$ cat config.mk
export PLATFORM = sky130hd
export DESIGN_NAME = uart_rx_framed
export DESIGN_NICKNAME = d
export VERILOG_FILES = /design/src/rtl/uart_rx_framed.sv
export SDC_FILE = /design/constraint.sdc
export NUM_CORES = 1
export LEC_CHECK = 0
export BUFFER_PORTS_ARGS = -buffer_cell sky130_fd_sc_hd__buf_2
export CAP_MARGIN = 20
export CORE_ASPECT_RATIO = 0.7
export CORE_UTILIZATION = 25
export CTS_CLUSTER_DIAMETER = 200
export DETAILED_ROUTE_END_ITERATION = 7
export HOLD_SLACK_MARGIN = 0.02
export PLACE_DENSITY_LB_ADDON = 0.05
export SLEW_MARGIN = 20
export SYNTH_ARGS = -nofsm -noshare
export SYNTH_HDL_FRONTEND = slang
export SYNTH_SLANG_ARGS = --single-unit
$ cat constraint.sdc
create_clock -name clk -period 5.8 [get_ports clk]
set_clock_uncertainty 0.05 [all_clocks]
set_input_delay 0.29 -clock clk [delete_from_list [all_inputs] [get_ports clk]]
set_output_delay 0.29 -clock clk [all_outputs]
set_load 0.01 [all_outputs]
$ cat src/rtl/uart_rx_framed.sv
// Framed UART receiver: start/data/optional parity/stop, LSB first, with a
// valid/ready output holding register and overrun indication.
module uart_rx_framed #(
    parameter int DATA_BITS  = 8,
    parameter int PARITY     = 0,
    parameter int STOP_BITS  = 1,
    parameter int CLK_FREQ   = 50000000,
    parameter int UART_SPEED = 115200
) (
    input  logic                 clk,
    input  logic                 rst,
    input  logic                 rx,
    output logic [DATA_BITS-1:0] data,
    output logic                 valid,
    input  logic                 ready,
    output logic                 parity_err,
    output logic                 frame_err,
    output logic                 overrun,
    output logic                 busy
);

    localparam int BIT_TICKS  = CLK_FREQ / UART_SPEED;
    localparam int HALF_TICKS = BIT_TICKS / 2;
    localparam int TICK_W     = $clog2(BIT_TICKS) + 1;
    localparam int BIT_W      = 4;

    localparam logic [TICK_W-1:0] TICK_LAST = TICK_W'(BIT_TICKS - 1);
    localparam logic [TICK_W-1:0] TICK_HALF = TICK_W'(HALF_TICKS - 1);
    localparam logic [BIT_W-1:0]  DATA_LAST = BIT_W'(DATA_BITS - 1);
    localparam logic [BIT_W-1:0]  STOP_LAST = BIT_W'(STOP_BITS - 1);

    typedef enum logic [2:0] {
        S_IDLE,
        S_START,
        S_DATA,
        S_PARITY,
        S_STOP
    } state_t;

    // True when the received parity bit disagrees with the configured sense.
    function automatic logic parity_error(input logic [DATA_BITS-1:0] payload,
                                          input logic                 pbit);
        logic x;
        x = (^payload) ^ pbit;
        if (PARITY == 1) return (x != 1'b1);
        if (PARITY == 2) return (x != 1'b0);
        return 1'b0;
    endfunction

    logic                 sync1_q, sync2_q;
    logic                 rxs;
    state_t               state_q, state_d;
    logic [TICK_W-1:0]    tick_q, tick_d;
    logic [BIT_W-1:0]     bit_q, bit_d;
    logic [DATA_BITS-1:0] shift_q, shift_d;
    logic                 perr_acc_q, perr_acc_d;
    logic                 ferr_acc_q, ferr_acc_d;
    logic                 done;

    logic [DATA_BITS-1:0] data_q, data_d;
    logic                 valid_q, valid_d;
    logic                 parity_err_q, parity_err_d;
    logic                 frame_err_q, frame_err_d;
    logic                 overrun_q, overrun_d;
    logic                 busy_q, busy_d;

    assign rxs = sync2_q;

    always_comb begin
        state_d    = state_q;
        tick_d     = tick_q;
        bit_d      = bit_q;
        shift_d    = shift_q;
        perr_acc_d = perr_acc_q;
        ferr_acc_d = ferr_acc_q;
        done       = 1'b0;

        case (state_q)
            S_IDLE: begin
                tick_d = '0;
                bit_d  = '0;
                if (!rxs) state_d = S_START;
            end
            S_START: begin
                tick_d = tick_q + TICK_W'(1);
                if (tick_q == TICK_HALF) begin
                    tick_d = '0;
                    bit_d  = '0;
                    if (rxs) begin
                        state_d = S_IDLE;
                    end else begin
                        state_d    = S_DATA;
                        perr_acc_d = 1'b0;
                        ferr_acc_d = 1'b0;
                    end
                end
            end
            S_DATA: begin
                tick_d = tick_q + TICK_W'(1);
                if (tick_q == TICK_LAST) begin
                    tick_d  = '0;
                    shift_d = {rxs, shift_q[DATA_BITS-1:1]};
                    if (bit_q == DATA_LAST) begin
                        bit_d   = '0;
                        state_d = (PARITY != 0) ? S_PARITY : S_STOP;
                    end else begin
                        bit_d = bit_q + BIT_W'(1);
                    end
                end
            end
            S_PARITY: begin
                tick_d = tick_q + TICK_W'(1);
                if (tick_q == TICK_LAST) begin
                    tick_d     = '0;
                    perr_acc_d = parity_error(shift_q, rxs);
                    state_d    = S_STOP;
                end
            end
            S_STOP: begin
                tick_d = tick_q + TICK_W'(1);
                if (tick_q == TICK_LAST) begin
                    tick_d     = '0;
                    ferr_acc_d = ferr_acc_q | ~rxs;
                    if (bit_q == STOP_LAST) begin
                        bit_d   = '0;
                        done    = 1'b1;
                        state_d = S_IDLE;
                    end else begin
                        bit_d = bit_q + BIT_W'(1);
                    end
                end
            end
            default: begin
                state_d = S_IDLE;
                tick_d  = '0;
                bit_d   = '0;
            end
        endcase
    end

    // Output holding register: a completion is dropped only if the previous
    // frame is still pending and not being accepted in the same cycle.
    always_comb begin
        data_d       = data_q;
        valid_d      = valid_q;
        parity_err_d = parity_err_q;
        frame_err_d  = frame_err_q;
        overrun_d    = 1'b0;
        busy_d       = (state_d != S_IDLE);

        if (valid_q && ready) valid_d = 1'b0;

        if (done) begin
            if (!valid_q || ready) begin
                data_d       = shift_q;
                parity_err_d = perr_acc_q;
                frame_err_d  = ferr_acc_d;
                valid_d      = 1'b1;
            end else begin
                overrun_d = 1'b1;
            end
        end
    end

    always_ff @(posedge clk) begin
        if (rst) begin
            sync1_q      <= 1'b1;
            sync2_q      <= 1'b1;
            state_q      <= S_IDLE;
            tick_q       <= '0;
            bit_q        <= '0;
            data_q       <= '0;
            valid_q      <= 1'b0;
            parity_err_q <= 1'b0;
            frame_err_q  <= 1'b0;
            overrun_q    <= 1'b0;
            busy_q       <= 1'b0;
        end else begin
            sync1_q      <= rx;
            sync2_q      <= sync1_q;
            state_q      <= state_d;
            tick_q       <= tick_d;
            bit_q        <= bit_d;
            data_q       <= data_d;
            valid_q      <= valid_d;
            parity_err_q <= parity_err_d;
            frame_err_q  <= frame_err_d;
            overrun_q    <= overrun_d;
            busy_q       <= busy_d;
        end
    end

    // Shift register and per-frame accumulators are rebuilt every frame.
    always_ff @(posedge clk) begin
        shift_q    <= shift_d;
        perr_acc_q <= perr_acc_d;
        ferr_acc_q <= ferr_acc_d;
    end

    assign data       = data_q;
    assign valid      = valid_q;
    assign parity_err = parity_err_q;
    assign frame_err  = frame_err_q;
    assign overrun    = overrun_q;
    assign busy       = busy_q;

endmodule

==> results of run 1 <==
-- critical path: cells and delay by family, from the launching register on --
family | cells | cell delay (ps)
compound gates | 3 | 560
simple gates | 2 | 1060
flops | 1 | 350
buf+inv | 1 | 80
fa+ha+maj | 1 | 160
-- sequential cells by signal, indices dropped and copies added (netlist names) --
register    flops
tick_q         10
data            8
shift_q         8
bit_q           4
state_q         3
busy            1
ferr_acc_q      1
frame_err       1
overrun         1
rxs             1
sync1_q         1
valid           1
-- layer usage --
layer / wire length, um / up-vias / track usage [%]
li1: - / 636 / -
met1: 1960 / 588 / 15.9
met2: 1450 / 24 / 16.1
met3: 142 / 8 / 3.28
met4: 61 / 0 / 5.24
met5: 0 / - / 0
-- stage by stage --
stage / hold WS [ps] / util, % / setup WS (ps) / instances
floorplan: 339 / - / 3510 / 176
global placement: 347 / 28.3 / 3190 / 278
detailed placement: 351 / 28.3 / 3110 / 278
CTS: 113 / 30.0 / 3110 / 286
global route: 122 / 30.0 / 3310 / 286
finish: 116 / 30.0 / 3480 / 286
-- power by group through the flow --
stage	Clock, mW	Sequential, mW	Combinational, mW
2_1_floorplan	0	0.291	0.00802
3_3_place_gp	0	0.292	0.0104
3_5_place_dp	0	0.292	0.0105
4_1_cts	0.245	0.285	0.0106
5_1_grt	0.255	0.286	0.0118
6_report	0.237	0.286	0.0103
-- layout make-up --
type                       count  area, sq um  area share, %
clock buffer                   5         68.8           3.37
timing repair buffer          15         75.1           3.68
inverter                      10         37.5           1.84
sequential                    40          881           43.2
clock inverter                 3         46.3           2.27
multi-input combinational    119          813           39.9
tap                           94          118           5.77
-- synth_stat cells (all sizes together), types with 5 or more instances --
master  number  share of area, %
dfxtp       32                36
nor2        24               5.1
inv         10               2.1
edfxtp       8                14
mux2i        8               4.5
nand2        8               1.7
a21oi        6               1.7
nand3        6               1.7
o21ai        6               1.7
ha           5               3.5
nor3         5               2.1
-- worst paths after layout --
path / cells after the start / slack [ps] / endpoint
setup / recovery: 7 / 3480 / bit_q[2]
hold / removal: 2 / 120 / sync1_q
setup reg to reg: 7 / 3480 / bit_q[2]
hold reg to reg: 1 / 380 / rxs
-- logic make-up after synthesis --
group	after synthesis	share of synthesized area, %
buffers and inverters	17	4.46
adder cells (fa/ha/maj)	5	3.54
AND/OR/NAND/NOR	73	23.4
other	1	0.212
flip-flops	40	49.8
AO/OA/AOI/OAI	24	10.1
XOR/XNOR	8	3.96
multiplexers	8	4.53
==> run metrics, run 1 <==
crit path capture type register; Area growth syn-to-layout 15.4%; ant diodes 0; Seq/Total Area, Yosys 49.8%; clock transition at the registers of the reported paths 90 ps; Post-DP Area 0.00192 sq mm; CTS tree done; vias in the first global route 1284; initial antenna violation count 0; DIE WIDTH 103 um; PwrDens 261 mW/mm^2; fin crit period 2320 ps; Clock Root Buffer clkbuf_8; cell count after synthesis 176; cell area after layout 0.00204 sq mm; Max IR drop VDD 0.107 mV; Net Sw Power 0.116 mW; most common cell after layout, fill and taps aside dfxtp_1; Flop pwr share 53.6%; outcome finished clean; Final GP Congestion 0.731; fraction of layout cells with a size suffix above 1 20.3%; largest net degree at the start of global routing 23; Cell Area, Synth 0.00177 sq mm; Bufs on Longest Clock Path 2; unrepaired setup endpoints after global routing no; syn nets 185; Main synth FF type dfxtp_1; DR iter-0 viols 25; Die Area 0.00742 sq mm; CP Launch Point tick_q[0]; Slowest cell on crit path or4bb_1; vias per cell 4.39; drt drc 0; Async SR Flop Fraction 0%; DR vias 1256; internal power 0.417 mW; CP max FO 8; total track usage 11.4%; most frequent cells in the layout dfxtp_1, nor2_1, buf_2; Starting Density 26.0%; total power 0.533 mW; GR Overflow Total 0; WL/cell 12.7 um; Antenna Nets Post-Route 0; hold_buf cts 0; iteration count of the initial detailed-routing pass 4; Seq cells post-synth 40; fmax 432 MHz; Post-synth EDFFs 8; worst reg2reg startpoint tick_q[0]; die height 72.4 um; boundary pin count 17; leakage power 0.741 nW; CTS Buf Count 5; Final Max Slew Viols 0; worst skew pair latency 300 ps; first-pass GRT wire length 6.31 mm; part of the cycle the worst path needs 39.9%; Mean Syn Cell Area 10.0 sq um; clock network power share 44.5%; final wirelength 3.62 mm; critical path type reg2reg; Buffers on Ports 15; critical path cell sequence inv_1, ha_1, or4bb_1, o31ai_2, a221oi_2, or4b_1, a21oi_1; post-CTS sizing 0; Post-CTS Setup Bufs 0; max incr delay on CP 530 ps; row count 25; Core Region 0.00679 sq mm; Clock Sinks 40; Worst Path Required 5990 ps; setup violators final 0; min-delay src rx; CP startpoint kind register; H-tree depth 2; CP arrival 2500 ps; layout filler cell count 739; Net Sw Frac 21.7%; worst slew pin tran 642 ps; HP Class in2reg; MaxCap Viol Count 0; Fin. Hold Viols 0; Synth Warn # 0; combinational power share 1.9%; synth unique cells 45; TNS Setup 0 ps; NumNets Final 200; DP HPWL 2.54 mm; Max-Slew Margin vs Limit 57.0%
(Power assumes the default switching activity.)
==> inputs of run 2 (changes only) <==
==> constraint.sdc (replaced) <==
create_clock -name clk -period 2.2 [get_ports clk]
set_clock_uncertainty 0.05 [all_clocks]
set_input_delay 0.11 -clock clk [delete_from_list [all_inputs] [get_ports clk]]
set_output_delay 0.11 -clock clk [all_outputs]
set_load 0.01 [all_outputs]
==> run 2 against run 1 <==
Compared with the run above:
- via count up 3.3%
- global-route usage decreased by 0.58 points
- first-iteration DRC count rose by 80%
- count of clock-buffer cells in the layout is the same
- die area stayed put
- cell count grew 4.9%
- largest power group is now clock
- setup slack lost 3400 ps
- design area rose by 8.8%
- sequential power rose to 2.6 times the previous value
- sequential cell count did not move
- non-clock buffer count increased by 14
- highest routed layer unchanged
==> run metrics, run 2 (same netlist as run 1, synthesis figures left out) <==
GR Overflow Total 0; Hold Crit Endpoint overrun; fmax 480 MHz; worst skew pair latency 300 ps; CP arrival 2260 ps; DR vias 1297; Largest Register tick_q; reg2reg path depth 7; Clock Root Buffer clkbuf_8; Clock Sinks 40; final wirelength 3.62 mm; Area growth syn-to-layout 25.5%; H-tree depth 2; Slowest cell on crit path or4b_1; initial antenna violation count 0; die height 72.4 um; footprint of the multi-input gates 830 sq um; Starting Density 26.0%; fraction of layout cells with a size suffix above 1 26.2%; CTS tree done; Max IR drop VDD 0.214 mV; outcome finished clean; Final WS setup 118 ps; PwrDens 731 mW/mm^2; hold depth 3; max reg flops 10; NumNets Final 214; Bufs on Longest Clock Path 2; max incr delay on CP 490 ps; r2r endpoint bit_q[2]; DP HPWL 2.60 mm; CP startpoint kind register; final cell count without fillers 300; critical path type reg2reg; setup violators final 0; row count 25; delay-heaviest family, CP simple AND/OR/NAND/NOR gates; most common cell after layout, fill and taps aside dfxtp_1; Antenna Nets Post-Route 0; Die Area 0.00742 sq mm; WL/cell 12.1 um; Core Region 0.00679 sq mm; CP max FO 3; ant diodes 0; iteration count of the initial detailed-routing pass 4; first-pass GRT wire length 5.94 mm; Final GP Congestion 0.706; pre-CTS setup slack 2.56 ps; Fin. Hold Viols 0; CTS Buf Count 5; # placed instances 290; DR iter-0 viols 45; HP Class in2reg; Finished Core Util 32.7%; slack of the worst reg-to-reg path 120 ps; fin crit period 2080 ps; crit path capture type register; part of the cycle the worst path needs 94.7%; total track usage 10.8%; DIE WIDTH 103 um; largest net degree at the start of global routing 23; critical path cell sequence inv_1, ha_1, or4bb_4, o31ai_4, a221oi_2, or4b_1, a21oi_2; worst reg2reg startpoint tick_q[1]; layout filler cell count 722; vias per cell 4.32; Worst Path Required 2380 ps; MaxCap Viol Count 0; clock transition at the registers of the reported paths 80 ps; Critical path buffers and inverters 1; boundary pin count 17; Final Max Slew Viols 0; drt drc 0; leakage power 0.839 nW; Register Area 881 sq um; min-delay src ready; vias in the first global route 1197; unrepaired setup endpoints after global routing no; TNS Setup 0 ps; most frequent cells in the layout dfxtp_1, nor2_1, buf_2; Buffers on Ports 15
-- run 2: worst reg2reg max path: cells and delay by family (launching register included) --
kind,cells,cell delay (ps)
AO/OA/AOI/OAI,3,450
adder cells (fa/ha/maj),1,150
buffers and inverters,1,80
flip-flops,1,330
AND/OR/NAND/NOR,2,970
-- run 2: metal layers --
layer,part of all wire (%),track usage [%],vias to the layer above
li1,-,-,669
met1,57,16.5,598
met2,38,13.7,25
met3,3.8,3.18,5
met4,1.3,4.76,0
met5,0,0,-
-- run 2: what timing repair did --
item                                    CTS  global route
endpoints found under the setup margin    1            12
endpoints found under the hold margin     1             0
cloned                                    0             0
setup buffers                             1             0
hold buffers                              1             0
pin swaps                                 2             2
gates resized for setup                   0             3
-- run 2: metrics by stage --
| stage | instance area (sq um) | hold slack, ps | total power [mW] |
|---|---|---|---|
| final | 2220 | 84.4 | 1.62 |
| after global routing | 2220 | 105 | 1.69 |
| after CTS | 2200 | 81.3 | 1.65 |
| after detailed placement | 2030 | 244 | 0.802 |
| after global placement | 2030 | 244 | 0.802 |
| after floorplan | 1770 | 164 | 0.789 |
-- run 2: power breakdown --
group          total (mW)  switching, mW  internal, mW
Combinational      0.0386         0.0229        0.0156
Clock               0.835          0.267         0.568
Sequential          0.750        0.00220         0.748
Total                1.62          0.292          1.33
-- run 2: area by class of cell --
type	instances	share of cell area, %
clock buffer	5	3.10
clock inverter	3	4.06
inverter	10	1.69
multi-input combinational	119	37.4
sequential	40	39.7
tap	94	5.30
timing repair buffer	29	8.79
-- run 2: worst max path at each step --
stage / from / cells past startpoint / endpoint / slack (ps)
floorplan: tick_q[0] / 7 / bit_q[2] / 100
global placement: tick_q[1] / 7 / bit_q[2] / 80
detailed placement: tick_q[1] / 7 / bit_q[2] / 3
CTS: tick_q[1] / 7 / bit_q[2] / 10
global route: tick_q[1] / 7 / bit_q[2] / 2
finish: tick_q[1] / 7 / bit_q[2] / 120
==> inputs of run 3 (changes only) <==
==> constraint.sdc (replaced) <==
create_clock -name clk -period 2.2 [get_ports clk]
set_clock_uncertainty 0.05 [all_clocks]
set_input_delay 0.44 -clock clk [delete_from_list [all_inputs] [get_ports clk]]
set_output_delay 0.44 -clock clk [all_outputs]
set_load 0.01 [all_outputs]
==> run 3 against run 2 <==
Compared with the run above:
- routed wire length decreased by 1.0%
- combinational power decreased by 4%
- register-to-register slack about the same
- via count about the same
- clock power decreased by 0.6%
- worst hold slack improved by 190 ps
- highest routed layer unchanged
- sequential share of layout area increased by 0.18 points
- first-iteration DRC count decreased by 4.4%
- sequential power about the same
==> run metrics, run 3 (same netlist as run 1, synthesis figures left out) <==
outcome finished clean; Max IR drop VDD 0.214 mV; max incr delay on CP 490 ps; setup violators final 0; Final GP Congestion 0.706; total power 1.62 mW; slack of the worst reg-to-reg path 120 ps; hold depth 2; delay-heaviest family, CP simple AND/OR/NAND/NOR gates; fin crit period 2080 ps; most frequent cells in the layout dfxtp_1, nor2_1, buf_2; row count 25; Finished Core Util 32.6%; iteration count of the initial detailed-routing pass 4; Antenna Nets Post-Route 0; total track usage 10.8%; r2r endpoint bit_q[2]; largest net degree at the start of global routing 23; crit path capture type register; Starting Density 26.0%; vias per cell 4.33; DR vias 1296; Area growth syn-to-layout 25.0%; critical path cell sequence inv_1, ha_1, or4bb_4, o31ai_4, a221oi_2, or4b_1, a21oi_2; ant diodes 0; reg2reg path depth 7; CTS tree done; Largest Register tick_q; initial antenna violation count 0; Slowest cell on crit path or4b_1; PwrDens 732 mW/mm^2; worst skew pair latency 290 ps; CP startpoint kind register; most common cell after layout, fill and taps aside dfxtp_1; Clock Root Buffer clkbuf_8; MaxCap Viol Count 0; Final Max Slew Viols 0; Die Area 0.00742 sq mm; Buffers on Ports 15; Hold Crit Endpoint sync1_q; min-delay src rx; CP arrival 2260 ps; die height 72.4 um; Critical path buffers and inverters 1; leakage power 0.835 nW; DR iter-0 viols 43; worst reg2reg startpoint tick_q[1]; part of the cycle the worst path needs 94.7%; Core Region 0.00679 sq mm; fraction of layout cells with a size suffix above 1 26.3%; Bufs on Longest Clock Path 2; drt drc 0; max reg flops 10; CTS Buf Count 5; clock transition at the registers of the reported paths 80 ps; first-pass GRT wire length 5.91 mm; DIE WIDTH 103 um; HP Class in2reg; Levels on crit path 7; Final WS setup 117 ps; fmax 480 MHz; hold_buf cts 0; unrepaired setup endpoints after global routing no; Post-DP Area 0.00203 sq mm; NumNets Final 213; CP max FO 3; cell area after layout 0.00221 sq mm; Worst Path Required 2380 ps; WL/cell 12.0 um; vias in the first global route 1185; Fin. Hold Viols 0; H-tree depth 2; boundary pin count 17; DP HPWL 2.60 mm; pre-CTS setup slack 2.56 ps; critical path type reg2reg; Clock Sinks 40; TNS Setup 0 ps; final wirelength 3.59 mm; GR Overflow Total 0
==> run 3: cell types whose count changed in the layout (fill, tap and decap cells not counted) <==
cell and change:
dlygate4sd3_1 -1
==> run 3: metrics by stage <==
stage / instances / hold slack (ps)
after floorplan: 176 / 339
after global placement: 290 / 346
after detailed placement: 290 / 348
after CTS: 299 / 262
after global routing: 299 / 257
final: 299 / 273
==> run 3: layer usage <==
layer | GRT usage (%) | vias up | wire length [um]
li1 | - | 664 | -
met1 | 16.5 | 595 | 1990
met2 | 13.6 | 32 | 1370
met3 | 3.18 | 5 | 187
met4 | 4.76 | 0 | 46
met5 | 0 | - | 0
==> run 3: final cells by class <==
type / instances / area [sq um]
sequential: 40 / 881
clock inverter: 3 / 90.1
multi-input combinational: 119 / 830
tap: 94 / 118
clock buffer: 5 / 68.8
fill: 723 / 4580
timing repair buffer: 28 / 185
inverter: 10 / 37.5
==> run 3: how the worst max path moves through the flow <==
| stage | slack [ps] | start | endpoint |
|---|---|---|---|
| 3_3_place_gp | 80 | tick_q[1] | bit_q[2] |
| 5_1_grt | 2 | tick_q[1] | bit_q[2] |
| 6_report | 120 | tick_q[1] | bit_q[2] |
| 3_5_place_dp | 3 | tick_q[1] | bit_q[2] |
| 4_1_cts | 10 | tick_q[1] | bit_q[2] |
| 2_1_floorplan | 100 | tick_q[0] | bit_q[2] |
==> run 3: power by group <==
part           internal (mW)  switching [mW]  leakage [nW]
Combinational         0.0145          0.0225         0.426
Clock                  0.567           0.263        0.0784
Sequential             0.748         0.00206         0.330
Total                   1.33           0.287         0.835
==> run 3: timing repair <==
item	in CTS	in global routing
pin swaps	2	2
resized for setup	0	3
gates cloned	0	0
endpoints found under the setup margin	1	12
buffers inserted	1	0
